File: src/rtl/load_store_queue_pkg.sv
// Purpose: shared types, funct3 codes and lane helpers for the load/store queue.
// Latency: n/a (types and pure functions only).
// Backpressure: n/a.
package load_store_queue_pkg;

  localparam int C_XLEN = 32;

  // RV32I load/store size and sign encodings
  localparam logic [2:0] F3_B  = 3'b000;
  localparam logic [2:0] F3_H  = 3'b001;
  localparam logic [2:0] F3_W  = 3'b010;
  localparam logic [2:0] F3_BU = 3'b100;
  localparam logic [2:0] F3_HU = 3'b101;

  typedef enum logic [1:0] {
    IDLE = 2'd0,
    REQ  = 2'd1,
    WB   = 2'd2
  } t_lsq_state;

  typedef struct packed {
    logic              is_store;
    logic [2:0]        funct3;
    logic [4:0]        regd_addr;
    logic [C_XLEN-1:0] data;
    logic [C_XLEN-1:0] addr;
  } t_lsq_entry;

  // Unknown size codes, unsigned stores and misaligned halfword/word accesses
  // never reach memory.
  function automatic logic lsq_illegal(input t_lsq_entry e);
    logic bad_code;
    logic misaligned;
    bad_code   = (e.funct3 == 3'b011) || (e.funct3 == 3'b110) || (e.funct3 == 3'b111) ||
                 (e.is_store && ((e.funct3 == F3_BU) || (e.funct3 == F3_HU)));
    misaligned = ((e.funct3 == F3_H) || (e.funct3 == F3_HU)) ? e.addr[0] :
                 (e.funct3 == F3_W) ? (e.addr[1:0] != 2'b00) : 1'b0;
    return bad_code || misaligned;
  endfunction

  // Byte enables follow the access size; bit 2 of funct3 (unsigned) does not
  // change which lanes are touched.
  function automatic logic [3:0] lsq_be(input logic [2:0] f3, input logic [1:0] a);
    logic [3:0] be;
    case (f3[1:0])
      2'b00:   be = 4'b0001 << a;
      2'b01:   be = a[1] ? 4'b1100 : 4'b0011;
      default: be = 4'b1111;
    endcase
    return be;
  endfunction

  // Store data is replicated across every lane so the byte enables alone
  // decide which bytes land.
  function automatic logic [C_XLEN-1:0] lsq_wdata(input logic [2:0] f3,
                                                   input logic [C_XLEN-1:0] d);
    logic [C_XLEN-1:0] w;
    case (f3[1:0])
      2'b00:   w = {4{d[7:0]}};
      2'b01:   w = {2{d[15:0]}};
      default: w = d;
    endcase
    return w;
  endfunction

  // Pick the addressed byte/halfword out of the read word and extend it.
  function automatic logic [C_XLEN-1:0] lsq_load_ext(input logic [2:0] f3,
                                                      input logic [1:0] a,
                                                      input logic [C_XLEN-1:0] w);
    logic [7:0]        b;
    logic [15:0]       h;
    logic [C_XLEN-1:0] r;
    case (a)
      2'd0:    b = w[7:0];
      2'd1:    b = w[15:8];
      2'd2:    b = w[23:16];
      default: b = w[31:24];
    endcase
    h = a[1] ? w[31:16] : w[15:0];
    case (f3)
      F3_B:    r = {{24{b[7]}}, b};
      F3_BU:   r = {24'd0, b};
      F3_H:    r = {{16{h[15]}}, h};
      F3_HU:   r = {16'd0, h};
      default: r = w;
    endcase
    return r;
  endfunction

endpackage

File: src/rtl/load_store_queue_fifo.sv
// Purpose: generic synchronous FIFO with head peek, full/empty and occupancy.
// Latency: a pushed entry is visible at head the cycle after the push edge.
// Backpressure: push ignored while full, pop ignored while empty.
module lsq_fifo #(
  parameter int WIDTH = 8,
  parameter int DEPTH = 4
) (
  input  logic                     clk_i,
  input  logic                     reset_i,
  input  logic                     push_i,
  input  logic [WIDTH-1:0]         push_dat_i,
  input  logic                     pop_i,
  output logic [WIDTH-1:0]         head_o,
  output logic                     full_o,
  output logic                     empty_o,
  output logic [$clog2(DEPTH):0]   count_o
);

  localparam int PTR_W = $clog2(DEPTH);
  localparam int CNT_W = PTR_W + 1;

  logic [WIDTH-1:0] mem [DEPTH];
  logic [PTR_W-1:0] wr_ptr;
  logic [PTR_W-1:0] rd_ptr;
  logic [CNT_W-1:0] count;
  logic             do_push;
  logic             do_pop;

  assign full_o  = (count == CNT_W'(DEPTH));
  assign empty_o = (count == '0);
  assign count_o = count;
  assign head_o  = mem[rd_ptr];
  assign do_push = push_i && !full_o;
  assign do_pop  = pop_i && !empty_o;

  // Storage array; contents need no reset because count gates visibility.
  always_ff @(posedge clk_i) begin
    if (do_push) begin
      mem[wr_ptr] <= push_dat_i;
    end
  end

  // Pointers wrap naturally at the power-of-two depth; count tracks occupancy.
  always_ff @(posedge clk_i or posedge reset_i) begin
    if (reset_i) begin
      wr_ptr <= '0;
      rd_ptr <= '0;
      count  <= '0;
    end else begin
      if (do_push) wr_ptr <= wr_ptr + 1'b1;
      if (do_pop)  rd_ptr <= rd_ptr + 1'b1;
      case ({do_push, do_pop})
        2'b10:   count <= count + 1'b1;
        2'b01:   count <= count - 1'b1;
        default: count <= count;
      endcase
    end
  end

endmodule

File: src/rtl/load_store_queue.sv
// Purpose: in-order load/store queue issuing to the data-memory port, with load write-back and fault flagging.
// Latency: store >= 2 cycles, load >= 3 cycles from reaching head; faults strobe the cycle after the head is checked.
// Backpressure: ex_lq_full_o blocks the execute stage; dmem_ack_i stalls the head in REQ indefinitely.
module load_store_queue
  import load_store_queue_pkg::*;
#(
  parameter int P_DEPTH = 4
) (
  input  logic              clk_i,
  input  logic              reset_i,
  input  logic              clk_en_i,
  output logic              ex_lq_full_o,
  input  logic              ex_lq_wr_i,
  input  logic              ex_sq_wr_i,
  input  logic [2:0]        ex_funct3_i,
  input  logic [4:0]        ex_regd_addr_i,
  input  logic [C_XLEN-1:0] ex_regs2_data_i,
  input  logic [C_XLEN-1:0] ex_addr_i,
  output logic              dmem_req_o,
  output logic              dmem_we_o,
  output logic [C_XLEN-1:0] dmem_addr_o,
  output logic [3:0]        dmem_be_o,
  output logic [C_XLEN-1:0] dmem_wdata_o,
  input  logic              dmem_ack_i,
  input  logic [C_XLEN-1:0] dmem_rdata_i,
  output logic              regd_wr_o,
  output logic [4:0]        regd_addr_o,
  output logic [C_XLEN-1:0] regd_data_o,
  output logic              hvec_fault_o,
  output logic [C_XLEN-1:0] hvec_fault_addr_o,
  output logic              empty_o
);

  localparam int C_CNT_W = $clog2(P_DEPTH) + 1;

  t_lsq_state         state_q;
  t_lsq_state         state_d;
  t_lsq_entry         push_entry;
  t_lsq_entry         head;
  logic               fifo_push;
  logic               fifo_pop;
  logic               fifo_full;
  logic               fifo_empty;
  logic [C_CNT_W-1:0] fifo_count;
  logic               head_illegal;
  logic               pop_req;
  logic               fault_set;
  logic               wb_capture;
  logic               fault_q;
  logic [C_XLEN-1:0]  fault_addr_q;
  logic [4:0]         regd_addr_q;
  logic [C_XLEN-1:0]  regd_data_q;

  // A store wins when both push strobes are raised together.
  always_comb begin
    push_entry           = '0;
    push_entry.is_store  = ex_sq_wr_i;
    push_entry.funct3    = ex_funct3_i;
    push_entry.regd_addr = ex_regd_addr_i;
    push_entry.data      = ex_regs2_data_i;
    push_entry.addr      = ex_addr_i;
  end

  assign fifo_push    = clk_en_i && (ex_lq_wr_i || ex_sq_wr_i) && !fifo_full;
  assign fifo_pop     = clk_en_i && pop_req;
  assign head_illegal = lsq_illegal(head);

  lsq_fifo #(
    .WIDTH ($bits(t_lsq_entry)),
    .DEPTH (P_DEPTH)
  ) u_fifo (
    .clk_i      (clk_i),
    .reset_i    (reset_i),
    .push_i     (fifo_push),
    .push_dat_i (push_entry),
    .pop_i      (fifo_pop),
    .head_o     (head),
    .full_o     (fifo_full),
    .empty_o    (fifo_empty),
    .count_o    (fifo_count)
  );

  // The full flag is purely registered state, so it has no path from the inputs.
  assign ex_lq_full_o = fifo_full;
  assign empty_o      = fifo_empty && (state_q == IDLE);
  assign regd_wr_o    = (state_q == WB);
  assign regd_addr_o  = regd_addr_q;
  assign regd_data_o  = regd_data_q;
  assign hvec_fault_o      = fault_q;
  assign hvec_fault_addr_o = fault_addr_q;

  // Full flag and occupancy must always agree.
  assert property (@(posedge clk_i) disable iff (reset_i)
                   fifo_full == (fifo_count == C_CNT_W'(P_DEPTH)));

  // FSM state register; holds while the clock enable is low.
  always_ff @(posedge clk_i or posedge reset_i) begin
    if (reset_i) begin
      state_q <= IDLE;
    end else if (clk_en_i) begin
      state_q <= state_d;
    end
  end

  // Next-state: legal heads go to REQ, faulting heads are dropped in IDLE.
  always_comb begin
    state_d = state_q;
    case (state_q)
      IDLE: begin
        if (!fifo_empty && !head_illegal) state_d = REQ;
      end
      REQ: begin
        if (dmem_ack_i) state_d = head.is_store ? IDLE : WB;
      end
      WB:      state_d = IDLE;
      default: state_d = IDLE;
    endcase
  end

  // Outputs: memory port driven straight from the head so it is stable until ack.
  always_comb begin
    dmem_req_o   = 1'b0;
    dmem_we_o    = 1'b0;
    dmem_addr_o  = '0;
    dmem_be_o    = '0;
    dmem_wdata_o = '0;
    pop_req      = 1'b0;
    fault_set    = 1'b0;
    wb_capture   = 1'b0;
    case (state_q)
      IDLE: begin
        if (!fifo_empty && head_illegal) begin
          fault_set = 1'b1;
          pop_req   = 1'b1;
        end
      end
      REQ: begin
        dmem_req_o   = 1'b1;
        dmem_we_o    = head.is_store;
        dmem_addr_o  = {head.addr[C_XLEN-1:2], 2'b00};
        dmem_be_o    = lsq_be(head.funct3, head.addr[1:0]);
        dmem_wdata_o = head.is_store ? lsq_wdata(head.funct3, head.data) : '0;
        if (dmem_ack_i) begin
          pop_req    = 1'b1;
          wb_capture = !head.is_store;
        end
      end
      default: ;
    endcase
  end

  // Fault strobe and write-back registers; all hold while the clock enable is low.
  always_ff @(posedge clk_i or posedge reset_i) begin
    if (reset_i) begin
      fault_q      <= 1'b0;
      fault_addr_q <= '0;
      regd_addr_q  <= '0;
      regd_data_q  <= '0;
    end else if (clk_en_i) begin
      fault_q <= fault_set;
      if (fault_set) fault_addr_q <= head.addr;
      if (wb_capture) begin
        regd_addr_q <= head.regd_addr;
        regd_data_q <= lsq_load_ext(head.funct3, head.addr[1:0], dmem_rdata_i);
      end
    end
  end

endmodule

File: config.mk
export PLATFORM = sky130hd
export DESIGN_NAME = load_store_queue
export DESIGN_NICKNAME = d
export VERILOG_FILES = /design/src/rtl/load_store_queue_pkg.sv /design/src/rtl/load_store_queue_fifo.sv /design/src/rtl/load_store_queue.sv
export SDC_FILE = /design/constraint.sdc
export NUM_CORES = 1
export LEC_CHECK = 0
export BUFFER_PORTS_ARGS = -buffer_cell sky130_fd_sc_hd__buf_4
export CAP_MARGIN = 0
export CORE_ASPECT_RATIO = 2
export CORE_MARGIN = 4
export CORE_UTILIZATION = 40
export DETAILED_ROUTE_END_ITERATION = 7
export PLACE_DENSITY = 0.64
export SETUP_SLACK_MARGIN = 0.02
export SLEW_MARGIN = 20
export SYNTH_ARGS = -nofsm -noshare
export SYNTH_HDL_FRONTEND = slang
export SYNTH_SLANG_ARGS = --single-unit
File: constraint.sdc
create_clock -name clk_i -period 9.4 [get_ports clk_i]
set_input_delay 1.41 -clock clk_i [delete_from_list [all_inputs] [get_ports clk_i]]
set_output_delay 1.41 -clock clk_i [all_outputs]
set_load 0.01 [all_outputs]
# After elaboration in Yosys (flattened, before gate mapping)

Memory sizes are Yosys's and may differ from the RTL's.
Cells that the tools add are included.

RAM bits: 292
Logic and storage cells: 88
Memories kept: 1
Output and inout port bits: 143
Register bits after elaboration: 79
Input bits: 110

Reductions and logical operators: 30
Muxes and demuxes: 27
Equal/unequal tests: 17
Shift-type cells: 1
Add/subtract/negate cells: 4

Memory list:

| name       | words | bits a word | rd ports | clocked after memory_dff | write ports | line                        | RTL |
|---|---|---|---|---|---|---|---|
| u_fifo.mem | 4     | 73          | 1        | 0                        | 1           | load_store_queue_fifo.sv:22 | `logic [WIDTH-1:0] mem [DEPTH];` |

Operators by type and width:

| operator            | number |
|---|---|
| $pmux 32 s4         | 1 |
| $mux 32             | 3 |
| $pmux 32 s2         | 1 |
| $pmux 8 s3          | 1 |
| $mux 16             | 1 |
| $eq 3x3->1 const B  | 5 |
| $mux 1              | 11 |
| $logic_and 1x1->1   | 9 |
| $eq 2x1->1 const B  | 4 |
| $mux 4              | 2 |
| $pmux 4 s2          | 1 |
| $logic_or 1x1->1    | 7 |
| $eq 2x2->1 const B  | 3 |
| $eq 3x2->1 const B  | 2 |
| $logic_not 2->1     | 3 |
| $logic_not 3->1     | 2 |
| $mux 2              | 3 |
| $pmux 3 s2          | 1 |
| $add 2x1->2 const B | 2 |
| $logic_not 1->1     | 4 |
| $pmux 2 s2          | 1 |
| $reduce_and 2->1    | 2 |
| $reduce_bool 2->1   | 2 |
| $shl 1x2->4 const A | 1 |
| 7 further kinds     | 7 |

# Longest topological paths before layout

An unclocked memory read counts as a cell.

Depth in word-level cells: 13
Gate-level depth with buffers: 13
Mapped depth without buffers: 12

# Cells and area by module

Synthesis repeated with hierarchy kept, for this count alone.

Cells, all modules: 850
Area total of the unflattened synthesis: 15,019.4 um2

Modules (own cells, without submodules):

| module           | seq. area each (um2) | instances | area an instance (um2) | cells an instance |
|---|---|---|---|---|
| lsq_fifo         | 8,943.6              | 1         | 10,959.3               | 419 |
| load_store_queue | 1,801.7              | 1         | 4,060.1                | 431 |

# Worst setup path after synthesis

No wires, ideal clock.

Path kind: in2reg
From: input ex_sq_wr_i
To: memory u_fifo.mem[0][0] in the netlist's numbering, enable pin
Path slack: 5,434 ps
Setup time: 439 ps
Buffers on the path: 0
Cell stages on the path: 3
Required time: 8,961 ps
Data arrival time: 3,527 ps
Cell sequence: o21ai_0 nor2_1 and2_1

Longest elaborated chain between the ends: 6

Ends and longest elaborated chain:

| what                            | line                        | RTL |
|---|---|---|
| start, declared                 | load_store_queue.sv:14      | `input logic ex_sq_wr_i,` |
| $logic_or 1x1->1                | load_store_queue.sv:64      | `assign fifo_push = clk_en_i && (ex_lq_wr_i \|\| ex_sq_wr_i) && !fifo_full;` |
| $logic_and 1x1->1 (2 in series) | load_store_queue.sv:64      |  |
| $logic_and 1x1->1               | load_store_queue_fifo.sv:33 | `assign do_push = push_i && !full_o;` |
| $mux 1                          | load_store_queue_fifo.sv:38 | `if (do_push) begin` |
| $mux 1 (not written as such)    | load_store_queue_fifo.sv:39 | `mem[wr_ptr] <= push_dat_i;` |
| end, declared                   | load_store_queue_fifo.sv:22 |  |

Every way passes these cells.

# Worst setup path after layout

From: register u_fifo.rd_ptr[0]
To: output dmem_wdata_o[15]

Longest elaborated chain between the ends: 5
Elaborated cells between the ends (all ways): 6
Those cells by class: eq/ne (1); mux (3); reduce/logical (1); memory (1)

Ends and longest elaborated chain:

| what                                                 | line                        | RTL |
|---|---|---|
| start, declared                                      | load_store_queue_fifo.sv:24 | `logic [PTR_W-1:0] rd_ptr;` |
| start signal, assigned                               | load_store_queue_fifo.sv:51 | `if (do_pop) rd_ptr <= rd_ptr + 1'b1;` |
| $mem_v2 4x73 *                                       | n/a                         |  |
| $eq 2x1->1 / $logic_not 2->1 (equally long branches) | load_store_queue_pkg.sv:58  | `case (f3[1:0])` |
| $pmux 32 s2                                          | load_store_queue_pkg.sv:58  |  |
| $mux 32 *                                            | load_store_queue.sv:142     | `dmem_wdata_o = head.is_store ? lsq_wdata(head.funct3, head.data) : '0;` |
| $mux 32 *                                            | load_store_queue.sv:130     | `case (state_q)` |
| end, declared                                        | load_store_queue.sv:23      | `output logic [C_XLEN-1:0] dmem_wdata_o,` |

Mark *: on every way between the ends. The rest lies on a longest branch, timed or not.

==> metrics.txt <==
status completed; fin crit share 0.559; setup_tns 0 ns; port bufs 250; RSZ-0062 raised after global routing false; post-synthesis compound-gate area fraction 0.0461; synthesized area 15000 µm²; most frequent cells in the layout edfxtp_1 (292), buf_4 (261), dfrtp_1 (77); Mapped Cells around 850; CTS Buffer Depth 3; final hold violation count 0; ratio of cells with drive above 1 in the final layout 0.396; Starting Density 0.405; adder-cell share of the synthesized area 0.00549; reg2reg start u_fifo.rd_ptr[0]$_DFFE_PP0P_; Final HPWL DP 24300 µm; post-synthesis mux area share 0.157; CP Data Required Time 7.99 ns; highest-delay cell along the critical path mux4_2; CP max stage delay about 0.96 ns; Post-synth EDFFs 292; H-tree depth 2; Critical Path AT 3.84 ns; vias in the first global route 9038; end of the critical path dmem_wdata_o[15]; Post-synth top flop edfxtp_1; Post-synth ARST share 0.213; DR vias/cell about 5.3; post-synthesis sequential area ratio 0.714; Worst slew margin 0.385; Setup violations, final 0; Worst setup EP type output pin; Sink Count 371; cts hold-fix bufs 0; placed cell areas 17300 µm²; CP Depth 6; Setup crit start kind register; Post-Route WL 37000 µm; CTS tree built; Yosys warnings 0; nets@finish 1210; crit path kind register to output pin; most frequent CP cell buf_4; Placer Congestion 0.855; total number of vias approximately 8400; total track usage 0.178; Crit path max-delay family multiplexers; worst path buffer plus inverter count 2; max-cap check violation count 0; Gates resized, CTS repair 0; DRT iter0 DRCs between 400 and 500; Core Area 37200 µm²; Post-CTS Setup Inserts 0; largest family of logic cells by synthesized area multiplexers; DIE WIDTH ~150 µm; Die ar. between 40000 and 50000 µm²; power density over the cells 329 nW/µm²; area growth from synthesis to layout 23.2%; Avg Cell Area, Syn 17.8 µm²; #FFs+latches synth around 370; Synth Area in XOR/XNOR 0.00349; pin count of the biggest net entering global routing 55; commonest non-fill, non-tap cell in the layout edfxtp_1; Fillers 3098; Top Ports 253; final critical-path required period 5.25 ns; residual DRC count 0; critical-path cell list buf_4 > mux4_2 > nor2_1 > nand2_1 > a21oi_1 > buf_4; chip height 282 µm; ANT nets after route 0; fin. max-slew vios 0; Reg-to-Reg End u_fifo.count_o[2]$_DFFE_PP0P_; Clock transition at path regs 0.06 ns; simple-gate portion of the synthesized area 0.0528; HP Class register to register; maximum VDD drop 159 µV; worst reg2reg setup slack 5.14 ns; Lkg Pwr 7.03 nW; Crit Path Max Fanout 45; cell count of the worst reg-to-reg path 12; worst skew pair latency 0.52 ns; FP Rows 100; launch point of the worst path u_fifo.rd_ptr[0]$_DFFE_PP0P_; slew at the pin closest to its max-slew limit between 0.9 and 1 ns; drt first pass iters 5; placed insts 1516; FMAX roughly 190 MHz; Design Area, Final 18500 µm²; cell at the root of the clock tree clkbuf_16; skew final 0.0190 ns; grt ovf 0; initial antenna violation count 1; total CTS buffers 35; post-detailed-route wirelength per cell about 23 µm; Yosys cell types 43; first-pass GRT wire length around 56000 µm; fin cells 1579
## worst min-delay path by stage
stage                             startpoint                            end  slack [ns]  depth (start not counted)
2_1_floorplan  u_fifo.count_o[2]$_DFFE_PP0P_  u_fifo.count_o[2]$_DFFE_PP0P_        0.45                          1
5_1_grt             hvec_fault_o$_DFFE_PP0P_       hvec_fault_o$_DFFE_PP0P_        0.50                          1
4_1_cts             hvec_fault_o$_DFFE_PP0P_       hvec_fault_o$_DFFE_PP0P_        0.48                          1
6_report            hvec_fault_o$_DFFE_PP0P_       hvec_fault_o$_DFFE_PP0P_        0.48                          1
3_5_place_dp        hvec_fault_o$_DFFE_PP0P_       hvec_fault_o$_DFFE_PP0P_        0.47                          1
3_3_place_gp      regd_data_o[7]$_DFFE_PP0P_     regd_data_o[7]$_DFFE_PP0P_        0.46                          2
## through the flow
stage	setup slack (ns)	total power [mW]	utilization	hold slack, ns
2_1_floorplan	5.43	3.82	-	0.448
3_3_place_gp	4.63	4.70	0.467	0.464
3_5_place_dp	4.58	4.74	0.467	0.467
4_1_cts	4.02	6.22	0.499	0.483
5_1_grt	3.88	6.44	0.499	0.504
6_report	4.15	6.11	0.499	0.476
## per-layer routing
metal,up-vias,wire [µm],GRT usage
li1,3770,-,-
met4,0,1300,0.0680
met5,-,0,0
met3,62,2160,0.0356
met1,4311,13200,0.198
met2,296,20300,0.334
## logic make-up (layout without fill, tap and decap cells)
group	after synthesis	in the layout
AOI/OAI and AO/OA	111	111
adders and majority gates	6	6
buffers and inverters	63	336
DFF	371	371
xor gates and xnor gates	6	6
muxes	128	128
and+or+nand+nor	159	159
other	1	3
## layout make-up
| type | count | area (µm²) | area share |
|---|---|---|---|
| sequential | 371 | 10800 | 0.580 |
| multi-input combinational | 412 | 4000 | 0.216 |
| timing repair buffer | 261 | 1960 | 0.106 |
| clock buffer | 51 | 1060 | 0.0574 |
| tap | 459 | 574 | 0.0310 |
| clock inverter | 11 | 136 | 0.00736 |
| inverter | 13 | 50.0 | 0.00270 |
| antenna | 1 | 2.50 | 0.000135 |
## Yosys cell counts (2+ instances only)
cell / number / area share
and3_1: 10 / 0.0042
nor2b_1: 3 / 0.0012
xor2_1: 3 / 0.0017
nand3_1: 3 / 0.0010
mux4_2: 73 / 0.11
mux2i_1: 14 / 0.0093
buf_4: 2 / 0.0010
edfxtp_1: 292 / 0.58
a32oi_1: 7 / 0.0041
buf_1: 5 / 0.0012
a221oi_1: 7 / 0.0041
a21oi_1: 60 / 0.020
a22oi_1: 7 / 0.0035
o21ai_0: 15 / 0.0050
xnor2_1: 3 / 0.0017
buf_6: 7 / 0.0052
and2_1: 34 / 0.014
buf_2: 16 / 0.0053
dfrtp_1: 79 / 0.13
nor2_1: 44 / 0.011
or3_1: 2 / 0.00083
mux2_4: 30 / 0.030
inv_1: 13 / 0.0032
mux2_2: 11 / 0.0082
ha_1: 5 / 0.0042
a211oi_1: 10 / 0.0050
nand2_1: 55 / 0.014
clkbuf_1: 20 / 0.0050
## registers in the layout, indices dropped and copies added (netlist names)
name,flops
hvec_fault_addr_o,32
hvec_fault_o,1
regd_addr_o,5
regd_data_o,32
state_q,2
u_fifo.count_o,3
u_fifo.mem,292
u_fifo.rd_ptr,2
u_fifo.wr_ptr,2
## power breakdown
group	internal (mW)	total (mW)	switching (mW)
Clock	0.871	1.46	0.593
Combinational	1.08	2.32	1.24
Sequential	2.16	2.32	0.161
Total	4.11	6.11	2.00
Note: power is estimated with default switching activity, not from simulation.
